--- src/rtl/mips_uart_tx_ctrl_if.sv ---
// Signal bundle between the core's UART store port, the transmit scheduler
// and the byte-wide UART transmitter.
interface mips_uart_tx_ctrl_if #(
    parameter int LENGTH = 32,
    parameter int DEPTH  = 4
) ();
    localparam int CW = $clog2(DEPTH) + 1;

    logic              wr_en;
    logic [LENGTH-1:0] wr_data;
    logic              UART_Done;
    logic              tx_start;
    logic [7:0]        tx_byte;
    logic              busy;
    logic              full;
    logic [CW-1:0]     count;
    logic              overflow;

    modport master (
        output wr_en, wr_data, UART_Done,
        input  tx_start, tx_byte, busy, full, count, overflow
    );

    modport slave (
        input  wr_en, wr_data, UART_Done,
        output tx_start, tx_byte, busy, full, count, overflow
    );
endinterface

--- src/rtl/mips_uart_tx_ctrl.sv ---
// Buffers core stores in a small word FIFO and feeds them LSB-first, one byte
// per tx_start, to the UART, advancing on each rising edge of UART_Done.
module mips_uart_tx_ctrl #(
    parameter int LENGTH = 32,
    parameter int DEPTH  = 4
) (
    input  logic               clock,
    input  logic               reset,
    mips_uart_tx_ctrl_if.slave bus
);
    localparam int BYTES = LENGTH / 8;
    localparam int AW    = $clog2(DEPTH);
    localparam int CW    = AW + 1;
    localparam int BW    = (BYTES > 1) ? $clog2(BYTES) : 1;

    typedef enum logic [1:0] {IDLE, LOAD, SEND, WAIT} state_t;

    state_t            state_q;
    logic [LENGTH-1:0] mem_q [DEPTH];
    logic [AW-1:0]     wr_ptr_q;
    logic [AW-1:0]     rd_ptr_q;
    logic [CW-1:0]     count_q;
    logic [CW-1:0]     count_d;
    logic              full_q;
    logic              full_d;
    logic              overflow_q;
    logic              done_q;
    logic [LENGTH-1:0] shreg_q;
    logic [LENGTH-1:0] shreg_d;
    logic [BW-1:0]     byte_idx_q;
    logic [7:0]        tx_byte_q;
    logic              tx_start_q;
    logic              push;
    logic              pop;
    logic              done_rise;

    assign push      = bus.wr_en & ~full_q;
    assign pop       = (state_q == LOAD);
    assign done_rise = bus.UART_Done & ~done_q;
    // Rotate rather than shift: only the low byte is ever observed.
    assign shreg_d   = LENGTH'({shreg_q, shreg_q} >> 8);

    always_comb begin
        count_d = count_q;
        if (push && !pop) begin
            count_d = count_q + CW'(1);
        end else if (pop && !push) begin
            count_d = count_q - CW'(1);
        end
    end

    assign full_d = (count_d == CW'(DEPTH));

    always_ff @(posedge clock) begin
        if (push) begin
            mem_q[wr_ptr_q] <= bus.wr_data;
        end
    end

    always_ff @(posedge clock or posedge reset) begin
        if (reset) begin
            wr_ptr_q   <= '0;
            rd_ptr_q   <= '0;
            count_q    <= '0;
            full_q     <= 1'b0;
            overflow_q <= 1'b0;
            done_q     <= 1'b0;
        end else begin
            done_q  <= bus.UART_Done;
            count_q <= count_d;
            full_q  <= full_d;
            if (push) begin
                wr_ptr_q <= wr_ptr_q + 1'b1;
            end
            if (pop) begin
                rd_ptr_q <= rd_ptr_q + 1'b1;
            end
            // A write against a full FIFO is lost even if a pop frees a slot this cycle.
            if (bus.wr_en && full_q) begin
                overflow_q <= 1'b1;
            end
        end
    end

    always_ff @(posedge clock or posedge reset) begin
        if (reset) begin
            state_q    <= IDLE;
            tx_start_q <= 1'b0;
            tx_byte_q  <= 8'h00;
            shreg_q    <= '0;
            byte_idx_q <= '0;
        end else begin
            tx_start_q <= 1'b0;
            case (state_q)
                IDLE: begin
                    if (count_q != '0) begin
                        state_q <= LOAD;
                    end
                end
                LOAD: begin
                    shreg_q    <= mem_q[rd_ptr_q];
                    tx_byte_q  <= mem_q[rd_ptr_q][7:0];
                    byte_idx_q <= '0;
                    tx_start_q <= 1'b1;
                    state_q    <= SEND;
                end
                SEND: begin
                    state_q <= WAIT;
                end
                WAIT: begin
                    if (done_rise) begin
                        if (byte_idx_q == BW'(BYTES - 1)) begin
                            state_q <= IDLE;
                        end else begin
                            shreg_q    <= shreg_d;
                            tx_byte_q  <= shreg_d[7:0];
                            byte_idx_q <= byte_idx_q + 1'b1;
                            tx_start_q <= 1'b1;
                            state_q    <= SEND;
                        end
                    end
                end
                default: begin
                    state_q <= IDLE;
                end
            endcase
        end
    end

    assign bus.tx_start = tx_start_q;
    assign bus.tx_byte  = tx_byte_q;
    assign bus.busy     = (state_q != IDLE) | (count_q != '0);
    assign bus.full     = full_q;
    assign bus.count    = count_q;
    assign bus.overflow = overflow_q;
endmodule

--- src/flat_wrapper.sv ---
// flat-port wrapper written by rule: the top's interface ports become plain ports
module mips_uart_tx_ctrl_flat 
#(
    parameter int LENGTH = 32,
    parameter int DEPTH  = 4
)
  (clock, reset, bus_wr_en, bus_wr_data, bus_UART_Done, bus_tx_start, bus_tx_byte, bus_busy, bus_full, bus_count, bus_overflow);
  mips_uart_tx_ctrl_if #(.LENGTH(LENGTH), .DEPTH(DEPTH)) bus_i ();
  input  logic clock;
  input  logic reset;
  input wire logic [$bits(bus_i.wr_en)-1:0] bus_wr_en;
  input wire logic [$bits(bus_i.wr_data)-1:0] bus_wr_data;
  input wire logic [$bits(bus_i.UART_Done)-1:0] bus_UART_Done;
  output wire logic [$bits(bus_i.tx_start)-1:0] bus_tx_start;
  output wire logic [$bits(bus_i.tx_byte)-1:0] bus_tx_byte;
  output wire logic [$bits(bus_i.busy)-1:0] bus_busy;
  output wire logic [$bits(bus_i.full)-1:0] bus_full;
  output wire logic [$bits(bus_i.count)-1:0] bus_count;
  output wire logic [$bits(bus_i.overflow)-1:0] bus_overflow;
  assign bus_i.wr_en = bus_wr_en;
  assign bus_i.wr_data = bus_wr_data;
  assign bus_i.UART_Done = bus_UART_Done;
  assign bus_tx_start = bus_i.tx_start;
  assign bus_tx_byte = bus_i.tx_byte;
  assign bus_busy = bus_i.busy;
  assign bus_full = bus_i.full;
  assign bus_count = bus_i.count;
  assign bus_overflow = bus_i.overflow;
  mips_uart_tx_ctrl #(.LENGTH(LENGTH), .DEPTH(DEPTH)) u_core (.clock(clock), .reset(reset), .bus(bus_i));
endmodule
--- config.mk ---
export PLATFORM = sky130hd
export DESIGN_NAME = mips_uart_tx_ctrl_flat
export DESIGN_NICKNAME = d
export VERILOG_FILES = /design/src/rtl/mips_uart_tx_ctrl_if.sv /design/src/rtl/mips_uart_tx_ctrl.sv /design/src/flat_wrapper.sv
export SDC_FILE = /design/constraint.sdc
export NUM_CORES = 1
export LEC_CHECK = 0
export ABC_AREA = 1
export BUFFER_PORTS_ARGS = -buffer_cell sky130_fd_sc_hd__buf_4
export CORE_MARGIN = 2
export CORE_UTILIZATION = 50
export CTS_BUF_LIST = sky130_fd_sc_hd__clkbuf_2 sky130_fd_sc_hd__clkbuf_4 sky130_fd_sc_hd__clkbuf_8
export DETAILED_ROUTE_END_ITERATION = 10
export PLACE_DENSITY = 0.74
export SLEW_MARGIN = 30
export SYNTH_ARGS = -nofsm -noshare
export SYNTH_HDL_FRONTEND = slang
export SYNTH_SLANG_ARGS = --single-unit
--- constraint.sdc ---
create_clock -name clock -period 3.12 [get_ports clock]
set_input_delay 0.156 -clock clock [delete_from_list [all_inputs] [get_ports clock]]
set_output_delay 0.156 -clock clock [all_outputs]
set_load 0.05 [all_outputs]
# [Yosys cells after proc, flatten, opt, wreduce, memory -nomap -nowiden]
# Memories as Yosys holds them, arrays and structs flattened.
# Index checks and enable logic that the tools add are counted.
[op_classes] addsub=5 eq_ne=8 n_mux=20 bitwise=5 n_reduce_logical=11
[op_table] operator="$mux W32" count=2
[op_table] operator="$pmux W32 S2" count=1
[op_table] operator="$mux W8" count=2
[op_table] operator="$pmux W8 S2" count=1
[op_table] operator="$mux W2" count=5
[op_table] operator="$pmux W2 S4" count=1
[op_table] operator="$add A2 B1 Y2 const B" count=3
[op_table] operator="$eq A2 B2 Y1 const B" count=3
[op_table] operator="$mux W3" count=2
[op_table] operator="$mux W1" count=4
[op_table] operator="$ne A2 B1 Y1 const B" count=2
[op_table] operator="$pmux W2 S2" count=1
[op_table] operator="$reduce_bool A2 Y1" count=2
[op_table] operator="$add A3 B1 Y3 const B" count=1
[op_table] operator="$eq A3 B3 Y1 const B" count=1
[op_table] operator="$logic_and A1 B1 Y1" count=3
[op_table] operator="$reduce_and A3 Y1" count=1
[op_table] operator="$reduce_bool A3 Y1" count=1
[op_table] operator="$sub A3 B1 Y3 const B" count=1
[op_table] operator="$and A1 B1 Y1" count=2
[op_table] operator="$eq A2 B1 Y1 const B" count=1
[op_table] operator="$logic_not A1 Y1" count=2
[op_table] operator="$logic_not A2 Y1" count=1
[op_table] operator="$ne A2 B2 Y1 const B" count=1
[op_table] operator="4 further kinds" count=5
[totals] regBits=55 ramBits=128 input_bits=36 out_inout_bits=15 word_cells=61 n_memories=1
[memory_table] memory="u_core.mem_q" depth=4 width=32 rd=1 rd_clocked_by_memory_dff=0 wr=1 line_no="mips_uart_tx_ctrl.sv:19" source="logic [LENGTH-1:0] mem_q [DEPTH];"

# [Depth between registers and ports, before layout]
# Gate-level depths: netlist (run 1).
[logic_depth] ltp_word=7 mapped_depth=9 depth_no_buf=8

# [Worst setup path after synthesis (run 1)]
# No wires, ideal clock.
[synth_path] path_type="register to register" start="register u_core.full_q (netlist: u_core.bus.full)" end="memory u_core.mem_q[0][0], enable pin" setup_ns=0.421 arrival_ns=2.234 required_ns=2.699 slack_ns=0.465 path_stages_with_launch=4 period_less_slack_ns=2.655 cell_sequence="dfrtp_1 inv_1 nand2_1 nor2_1"
[synth_between] elab_chain_len=4
[synth_lines] element="start: declaration" line_no="mips_uart_tx_ctrl.sv:24" source="logic full_q;"
[synth_lines] element="start signal: assignment" line_no="mips_uart_tx_ctrl.sv:71" source="full_q <= full_d;"
[synth_lines] element="$not A1 Y1" line_no="mips_uart_tx_ctrl.sv:37" source="assign push = bus.wr_en & ~full_q;"
[synth_lines] element="$and A1 B1 Y1" line_no="mips_uart_tx_ctrl.sv:37"
[synth_lines] element="$mux W1" line_no="mips_uart_tx_ctrl.sv:55" source="if (push) begin"
[synth_lines] element="$mux W1 (implied by the code)" line_no="mips_uart_tx_ctrl.sv:56" source="mem_q[wr_ptr_q] <= bus.wr_data;"
[synth_lines] element="end: declaration" line_no="mips_uart_tx_ctrl.sv:19"
# Every way passes these cells.

# [Final worst setup path (run 1)]
[layout_path] start="register u_core.byte_idx_q[0]" end="register u_core.shreg_q[9]"
[layout_between] elab_chain_len=3
[layout_lines] element="start: declaration" line_no="mips_uart_tx_ctrl.sv:30" source="logic [BW-1:0] byte_idx_q;"
[layout_lines] element="start signal: assignment" line_no="mips_uart_tx_ctrl.sv:117" source="byte_idx_q <= byte_idx_q + 1'b1;"
[layout_lines] element="$eq A2 B2 Y1" line_no="mips_uart_tx_ctrl.sv:112" source="if (byte_idx_q == BW'(BYTES - 1)) begin"
[layout_lines] element="$ne A2 B2 Y1 (no source line)"
[layout_lines] element="$reduce_and A3 Y1 (no source line)"
[layout_lines] element="end signal: assignment" line_no="mips_uart_tx_ctrl.sv:101" source="shreg_q <= mem_q[rd_ptr_q];"
[layout_lines] element="end signal: assignment" line_no="mips_uart_tx_ctrl.sv:115" source="shreg_q <= shreg_d;"
[layout_lines] element="end: declaration" line_no="mips_uart_tx_ctrl.sv:28" source="logic [LENGTH-1:0] shreg_q;"
# Every way passes these cells.
# A chain may end at the register's enable or synchronous reset.

==> impl_metrics.env, run 1 <==
export IMPL_cp_start_kind="flop"
export IMPL_hp_start="bus_UART_Done"
export IMPL_crit_path_end="u_core.shreg_q[9]$_DFFE_PP0P_"
export IMPL_seq_area_frac_synth_pct=66.9
export IMPL_crit_start="u_core.byte_idx_q[0]$_DFFE_PP0P_"
export IMPL_drive_above_1_share_pct=18.9
export IMPL_synthFlopType="edfxtp_1"
export IMPL_wire_per_inst_um=15.3
export IMPL_final_cell_area_um2=8660
export IMPL_setup_tns_ps=0
export IMPL_worst_pin_slew_ps=822
export IMPL_drtPass1Iterations=5
export IMPL_clk_pin_slew_ps=90
export IMPL_clock_latency_ps=460
export IMPL_status="finished clean"
export IMPL_synth_compound_area_share_pct=3.52
export IMPL_grt_first_pass_wirelength_um=23800
export IMPL_gp_congestion=0.808
export IMPL_cts_root_buf="clkbuf_8"
export IMPL_yosysMostFrequentCell="nand2_1"
export IMPL_grt_max_degree=66
export IMPL_fmax_ghz=0.500
export IMPL_post_cts_buffers=0
export IMPL_synthMuxAreaShare_pct=0
export IMPL_synth_net_count=724
export IMPL_finalHoldViolCount=0
export IMPL_path_class="reg -> reg"
export IMPL_synth_xor_area_share_pct=0.350
export IMPL_drt_iter0_drc=352
export IMPL_ant_nets=0
export IMPL_power_density_nw_per_um2=880
export IMPL_post_cts_resized=0
export IMPL_cts_path_max_buffers=2
export IMPL_async_flop_share_pct=26.9
export IMPL_synth_cell_types=26
export IMPL_cts_sinks=175
export IMPL_synth_edf_count=128
export IMPL_syn_inst=680
export IMPL_crit_required_ps=3510
export IMPL_hp_class="in -> reg"
export IMPL_coreArea_um2=14600
export IMPL_vias_per_cell=5.12
export IMPL_r2r_start="u_core.byte_idx_q[0]$_DFFE_PP0P_"
export IMPL_synth_top_cells_by_count="nand2_1 (238), edfxtp_1 (128), nand3_1 (86), inv_1 (52), dfrtp_1 (47)"
export IMPL_fin_crit_sh_pct=64.0
export IMPL_post_route_min_period_ps=2000
export IMPL_die_y_um=127
export IMPL_p_leak_nw=3.59
export IMPL_setup_viol=0
export IMPL_grt_antenna_before_repair=0
export IMPL_max_vdd_ir_drop_mv=0.497
export IMPL_nNetsFinal=797
export IMPL_synth_area_leaders="edfxtp_1 (51%), dfrtp_1 (16%), nand2_1 (12%)"
export IMPL_die_w_um=127
export IMPL_worst_clock_skew_ps=15.6
export IMPL_io_buffers=50
export IMPL_rsz0062_at_grt="no"
export IMPL_rows=44
export IMPL_diodes=0
export IMPL_synth_top_area_share_pct=51.2
export IMPL_relSlewSlack_pct=45.1
export IMPL_start_util_pct=51.4
export IMPL_synth_top_family_by_area="simple AND/OR/NAND/NOR gates"
export IMPL_syn2layout_area_growth_pct=15.4
export IMPL_yosysTopAreaCell="edfxtp_1"
export IMPL_reg2reg_slack_ps=1120
export IMPL_cts_tree="yes"
export IMPL_yosys_area_share_simple_pct=21.7
export IMPL_drcViolationCount=0
export IMPL_wirelength_um=14500
export IMPL_crit_arrival_ps=2390
export IMPL_dpl_instance_area_um2=7940
export IMPL_dpl_hpwl_um=8550
export IMPL_yosysWarnings=0
export IMPL_synthAdderAreaFrac_pct=1.33
export IMPL_drv_slew=0
export IMPL_dieArea_um2=16000
export IMPL_grt_overflow_total=0
export IMPL_drv_cap=0
export IMPL_io_pins=51
export IMPL_synth_area_um2=7510
export IMPL_ctsHoldBuffers=35
export IMPL_first_global_vias=4822
export IMPL_r2r_cells=7
export IMPL_htree_num_levels=4
export IMPL_cp_max_fo=37
export IMPL_track_usage_pct=19.2
export IMPL_synth_avg_cell_area_um2=11.0
export IMPL_endpoint_kind="flop"
export IMPL_p_total_mw=7.62
export IMPL_vias=4860
export IMPL_ys_seq_elements=175
export IMPL_cts_buffers=17
export IMPL_timing_rr_end="u_core.shreg_q[9]$_DFFE_PP0P_"
[worst max-delay path, stage by stage, from the launching register on]
cell and delay, ps:
dfrtp_1 400, ha_1 230, nor3_2 280, nand2_4 100, nand2_4 370, buf_4 350
nand3_2 120, o21ai_2 70
[layout make-up]
class | count | area, um2
Timing Repair Buffer | 96 | 808
Clock inverter | 12 | 113
Fill cell | 1129 | 5930
Clock buffer | 20 | 263
Multi-Input combinational cell | 410 | 2030
Tap cell | 184 | 230
Sequential cell | 175 | 5020
Inverter | 53 | 203
[report_power, final]
group	total (mW)	leakage, nW	switching [mW]	internal [mW]
Combinational	2.89	1.66	2.02	0.869
Sequential	3.28	1.75	0.183	3.09
Clock	1.45	0.179	0.782	0.672
Total	7.62	3.59	2.99	4.63
[worst min-delay path by stage]
stage	end	slack, ps	depth (start not counted)
after global routing	u_core.done_q$_DFF_PP0_	350	2
final	u_core.done_q$_DFF_PP0_	370	2
after floorplan	u_core.done_q$_DFF_PP0_	190	0
after global placement	u_core.done_q$_DFF_PP0_	280	1
after detailed placement	u_core.done_q$_DFF_PP0_	290	1
after CTS	u_core.done_q$_DFF_PP0_	360	2
[placed cells by master, fill, tap and decap left out, drive strengths merged, types with 2 or more instances in the layout]
cell type | Yosys | layout
nand2 | 242 | 242
edfxtp | 128 | 128
nand3 | 106 | 106
buf | 34 | 61
inv | 53 | 53
dfrtp | 47 | 47
dlygate4sd3 | 0 | 35
o21ai | 35 | 35
clkbuf | 8 | 20
nor2 | 11 | 11
ha | 8 | 8
clkinv | 0 | 6
clkinvlp | 0 | 5
xor2 | 3 | 3
nand3b | 2 | 2
[logic make-up after synthesis]
kind of cell    count (synthesis)
xor+xnor                        3
fa+ha+maj                       8
buf+inv                        95
compound gates                 37
simple gates                  362
flops                         175
[sequential cells by signal (all words and copies together), names as in the netlist, 2 cells and up]
| register | flops |
|---|---|
| u_core.wr_ptr_q | 2 |
| u_core.mem_q | 128 |
| u_core.rd_ptr_q | 2 |
| u_core.bus.count | 3 |
| u_core.bus.tx_byte | 7 |
| u_core.shreg_q | 25 |
| u_core.state_q | 2 |
| u_core.byte_idx_q | 2 |
[per-layer routing]
layer / share of wire (%) / vias up / track usage (%)
li1: - / 2384 / -
met1: 43 / 2345 / 24.2
met2: 51 / 111 / 32.3
met3: 4.3 / 20 / 4.72
met4: 1.8 / 0 / 6.98
met5: 0 / - / 0
[per-stage QoR]
stage	utilization [%]	instances	hold WS [ps]	setup WS, ps
after floorplan	-	680	187	465
after global placement	54.4	883	279	1200
after detailed placement	54.4	883	286	1140
after CTS	59.4	950	357	1110
after global routing	59.4	950	354	1010
final	59.4	950	370	1120
No activity file was read; power rests on OpenSTA's default activity.
==> inputs of run 2 (changes only) <==
- PLACE_DENSITY: 0.74 -> 0.77
- clock period: 3.12 -> 1.6 ns (I/O delays scaled with it)
==> impl_metrics.env, run 2 (synthesis gave the netlist of run 1 again) <==
export IMPL_nNetsFinal=807
export IMPL_worst_clock_skew_ps=10.1
export IMPL_drv_slew=0
export IMPL_power_density_nw_per_um2=1770
export IMPL_cts_root_buf="clkbuf_8"
export IMPL_wirelength_um=15400
export IMPL_wire_per_inst_um=16.1
export IMPL_relSlewSlack_pct=79.7
export IMPL_largest_register="u_core.mem_q"
export IMPL_drtPass1Iterations=6
export IMPL_setup_viol=0
export IMPL_status="finished clean"
export IMPL_dpl_instance_area_um2=8150
export IMPL_cts_tree="yes"
export IMPL_clk_pin_slew_ps=80
export IMPL_layout_commonest_cell="nand2_1"
export IMPL_switching_share_pct=37.9
export IMPL_die_w_um=127
export IMPL_endpoint_kind="output port"
export IMPL_p_total_mw=16.0
export IMPL_drv_cap=0
export IMPL_drive_above_1_share_pct=20.4
export IMPL_dieArea_um2=16000
export IMPL_die_y_um=127
export IMPL_finalHoldViolCount=0
export IMPL_drt_iter0_drc=407
export IMPL_first_global_vias=5041
export IMPL_cts_sinks=175
export IMPL_hp_class="in -> async"
export IMPL_diodes=0
export IMPL_power_frac_comb_pct=38.9
export IMPL_coreArea_um2=14600
export IMPL_r2r_start="u_core.byte_idx_q[0]$_DFFE_PP0P_"
export IMPL_seqPwrFrac_pct=40.3
export IMPL_io_buffers=50
export IMPL_htree_num_levels=4
export IMPL_power_switching_mw=6.05
export IMPL_p_leak_nw=3.72
export IMPL_cts_path_max_buffers=2
export IMPL_r2r_cells=7
export IMPL_gp_congestion=0.754
export IMPL_clock_latency_ps=460
export IMPL_crit_arrival_ps=1430
export IMPL_max_vdd_ir_drop_mv=0.858
export IMPL_grt_max_degree=66
export IMPL_dp_cells=890
export IMPL_p_int_mw=9.92
export IMPL_cts_buffers=17
export IMPL_final_cell_area_um2=9000
export IMPL_track_usage_pct=20.0
export IMPL_grt_first_pass_wirelength_um=24900
export IMPL_ant_nets=0
export IMPL_cp_max_fo=3
export IMPL_largest_reg_flops=128
export IMPL_start_util_pct=51.4
export IMPL_dpl_hpwl_um=9260
export IMPL_grt_antenna_before_repair=0
export IMPL_reg2reg_slack_ps=90
export IMPL_vias_per_cell=5.27
export IMPL_io_pins=51
export IMPL_syn2layout_area_growth_pct=19.9
export IMPL_worst_pin_slew_ps=304
export IMPL_path_class="reg -> out"
export IMPL_drcViolationCount=0
export IMPL_crit_required_ps=1520
export IMPL_final_cell_mix="nand2_1 (237), edfxtp_1 (128), nand3_1 (85)"
export IMPL_fmax_ghz=0.660
export IMPL_grt_overflow_total=0
export IMPL_vias=5046
export IMPL_rows=44
export IMPL_finalNonFillerCells=957
export IMPL_fin_crit_sh_pct=94.7
export IMPL_post_route_min_period_ps=1510
export IMPL_cp_start_kind="flop"
export IMPL_timing_rr_end="u_core.shreg_q[31]$_DFFE_PP0P_"
export IMPL_clock_power_share_pct=20.8
[run 2: worst max-delay path by stage]
stage | from | to | slack (ps) | cells after the start
floorplan | u_core.bus.full$_DFF_PP0_ | u_core.mem_q[0][0]$_DFFE_PP_ | -50 | 3
global placement | u_core.byte_idx_q[0]$_DFFE_PP0P_ | u_core.shreg_q[14]$_DFFE_PP0P_ | 90 | 7
detailed placement | u_core.byte_idx_q[0]$_DFFE_PP0P_ | u_core.shreg_q[20]$_DFFE_PP0P_ | 10 | 7
CTS | u_core.bus.count[0]$_DFF_PP0_ | bus_busy | 20 | 4
global route | u_core.byte_idx_q[0]$_DFFE_PP0P_ | u_core.shreg_q[23]$_DFFE_PP0P_ | -10 | 7
finish | u_core.bus.count[0]$_DFF_PP0_ | bus_busy | 90 | 4
[run 2: power groups by stage]
stage	combinational [mW]	clock (mW)	sequential, mW
floorplan	4.30	0	6.57
global placement	5.82	0	6.48
detailed placement	6.06	0	6.53
CTS	6.17	3.35	6.44
global route	6.89	3.54	6.53
finish	6.22	3.31	6.44
[run 2: timing repair]
item,in CTS,in global routing
hold buffers,35,0
setup endpoints to repair,9,33
setup buffers,0,1
pin swaps,0,1
cloned,0,2
hold endpoints to repair,177,0
resized for setup,1,3
[run 2: layer usage]
metal | global-route usage [%] | up-vias | part of all wire [%] | wire length [um]
li1 | - | 2408 | - | -
met4 | 8.34 | 0 | 2.4 | 367
met1 | 24.4 | 2475 | 41 | 6310
met3 | 4.89 | 26 | 4.5 | 697
met2 | 34.3 | 137 | 52 | 8040
met5 | 0 | - | 0 | 0
[run 2: through the flow]
stage | util [%] | setup WS (ps) | hold slack (ps) | TNS (ps)
final | 61.7 | 85.1 | 227 | 0
after CTS | 61.2 | 16.8 | 218 | 0
after detailed placement | 55.8 | 10.3 | 149 | 0
after floorplan | - | -48.1 | 111 | -3940
after global routing | 61.7 | -14.3 | 247 | -17.8
after global placement | 55.8 | 94.7 | 147 | 0
[run 2: cell type report]
type | count | area (um2)
Inverter | 53 | 201
Fill cell | 1071 | 5590
Sequential cell | 175 | 5020
Tap cell | 184 | 230
Clock inverter | 12 | 195
Timing Repair Buffer | 106 | 1040
Clock buffer | 17 | 234
Multi-Input combinational cell | 410 | 2080
[run 2: worst max-delay path, stage by stage, from the launching register on]
cell     delay [ps]
dfrtp_1         410
inv_1           120
ha_1            180
nand3_2          80
buf_4           200
==> inputs of run 3 (changes only) <==
- CORE_ASPECT_RATIO: unset -> 1.75
- PLACE_DENSITY: 0.77 -> 0.73
==> impl_metrics.env, run 3 (synthesis gave the netlist of run 1 again) <==
export IMPL_dieArea_um2=16000
export IMPL_largest_reg_flops=128
export IMPL_grt_first_pass_wirelength_um=25700
export IMPL_drive_above_1_share_pct=20.8
export IMPL_drv_slew=0
export IMPL_finalHoldViolCount=0
export IMPL_final_cell_area_um2=9010
export IMPL_htree_num_levels=4
export IMPL_path_class="reg -> reg"
export IMPL_critical_path_slowest_cell="dfrtp_1"
export IMPL_clock_latency_ps=460
export IMPL_p_leak_nw=3.74
export IMPL_nFillCells=1187
export IMPL_dp_slack_ps=-8.99
export IMPL_dpl_instance_area_um2=8170
export IMPL_rsz0062_at_grt="no"
export IMPL_cts_path_max_buffers=2
export IMPL_p_total_mw=15.9
export IMPL_crit_required_ps=1980
export IMPL_finalNonFillerCells=961
export IMPL_cp_start_kind="flop"
export IMPL_drv_cap=0
export IMPL_grt_overflow_total=0
export IMPL_dpl_hpwl_um=10200
export IMPL_r2r_start="u_core.byte_idx_q[0]$_DFFE_PP0P_"
export IMPL_final_cell_mix="nand2_1 (237), edfxtp_1 (128), nand3_1 (85)"
export IMPL_worst_hold_slack_ps=205
export IMPL_clk_pin_slew_ps=100
export IMPL_vias=5079
export IMPL_diodes=0
export IMPL_status="finished clean"
export IMPL_layout_commonest_cell="nand2_1"
export IMPL_wire_per_inst_um=16.5
export IMPL_utilization_pct=61.0
export IMPL_setup_tns_ps=0
export IMPL_rows=59
export IMPL_cp_max_fo=26
export IMPL_crit_start="u_core.byte_idx_q[0]$_DFFE_PP0P_"
export IMPL_cts_root_buf="clkbuf_8"
export IMPL_setup_slack_ps=94.8
export IMPL_fmax_ghz=0.664
export IMPL_grt_max_degree=42
export IMPL_endpoint_kind="flop"
export IMPL_relSlewSlack_pct=67.2
export IMPL_worstPathCellList="ha_1, nor3_4, nand2_4, nand2_8, buf_12, nand3_2, o21ai_2"
export IMPL_cts_buffers=17
export IMPL_worst_pin_slew_ps=492
export IMPL_coreArea_um2=14800
export IMPL_crit_path_max_incr_delay_ps=420
export IMPL_vias_per_cell=5.29
export IMPL_cts_tree="yes"
export IMPL_wirelength_um=15800
export IMPL_nNetsFinal=809
export IMPL_die_w_um=96.6
export IMPL_cts_sinks=175
export IMPL_io_buffers=50
export IMPL_syn2layout_area_growth_pct=20.1
export IMPL_track_usage_pct=20.5
export IMPL_cp_num_buf_inv=1
export IMPL_drt_iter0_drc=306
export IMPL_fin_crit_sh_pct=94.1
export IMPL_power_density_nw_per_um2=1770
export IMPL_regArea_um2=5020
export IMPL_dp_cells=891
export IMPL_start_util_pct=50.8
export IMPL_grt_antenna_before_repair=0
export IMPL_critPathTopFamily="simple AND/OR/NAND/NOR gates"
export IMPL_io_pins=51
export IMPL_first_global_vias=5298
export IMPL_max_vdd_ir_drop_mv=0.892
export IMPL_drtPass1Iterations=4
export IMPL_worst_clock_skew_ps=15.7
export IMPL_setup_viol=0
export IMPL_crit_arrival_ps=1880
export IMPL_hp_class="in -> async"
export IMPL_die_y_um=166
export IMPL_gp_congestion=0.782
export IMPL_drcViolationCount=0
export IMPL_largest_register="u_core.mem_q"
export IMPL_ant_nets=0
export IMPL_post_route_min_period_ps=1510
export IMPL_multi_input_comb_area_um2=2080
## run 3: worst reg2reg max path: cells and delay by family (launching register included)
family | cells | cell delay [ps]
flops | 1 | 420
compound gates | 1 | 60
buf+inv | 1 | 200
fa+ha+maj | 1 | 250
simple gates | 4 | 500
## run 3: worst paths after layout
kind                                                           to  slack [ps]  depth (start not counted)
worst min register to register    u_core.bus.overflow$_DFFE_PP0P_         490                          1
min in group clock                        u_core.done_q$_DFF_PP0_         310                          2
worst max register to register  u_core.bus.tx_byte[5]$_DFFE_PP0P_          90                          7
max in group asynchronous          u_core.shreg_q[10]$_DFFE_PP0P_         760                          4
worst min-delay path                u_core.bus.count[2]$_DFF_PP0_         210                          3
worst max-delay path            u_core.bus.tx_byte[5]$_DFFE_PP0P_          90                          7
## run 3: layout make-up
type	instances	area share, %
sequential	175	55.7
clock inverter	15	2.11
timing repair buffer	108	11.8
inverter	53	2.24
multi-input combinational	410	23.0
tap	183	2.54
clock buffer	17	2.60
## run 3: report_power, final
group / switching, mW / leakage, nW / internal, mW
clock: 1.73 / 0.213 / 1.47
sequential: 0.415 / 1.75 / 6.03
combinational: 4.20 / 1.77 / 2.10
## run 3: layer usage
| metal | vias up | share of wire (%) | GRT usage, % |
|---|---|---|---|
| met4 | 0 | 2.4 | 9.43 |
| met3 | 35 | 3.3 | 3.32 |
| met2 | 128 | 57 | 38.6 |
| met5 | - | 0 | 0 |
| li1 | 2422 | - | - |
| met1 | 2494 | 37 | 22.0 |
## run 3: timing repair
item                                   CTS  global route
resized for setup                        1             4
cloned                                   1             0
hold buffers                            35             0
endpoints found under the hold margin  150             0
setup endpoints to repair               11            14
pin swaps                                1             0
setup buffers                            0             2
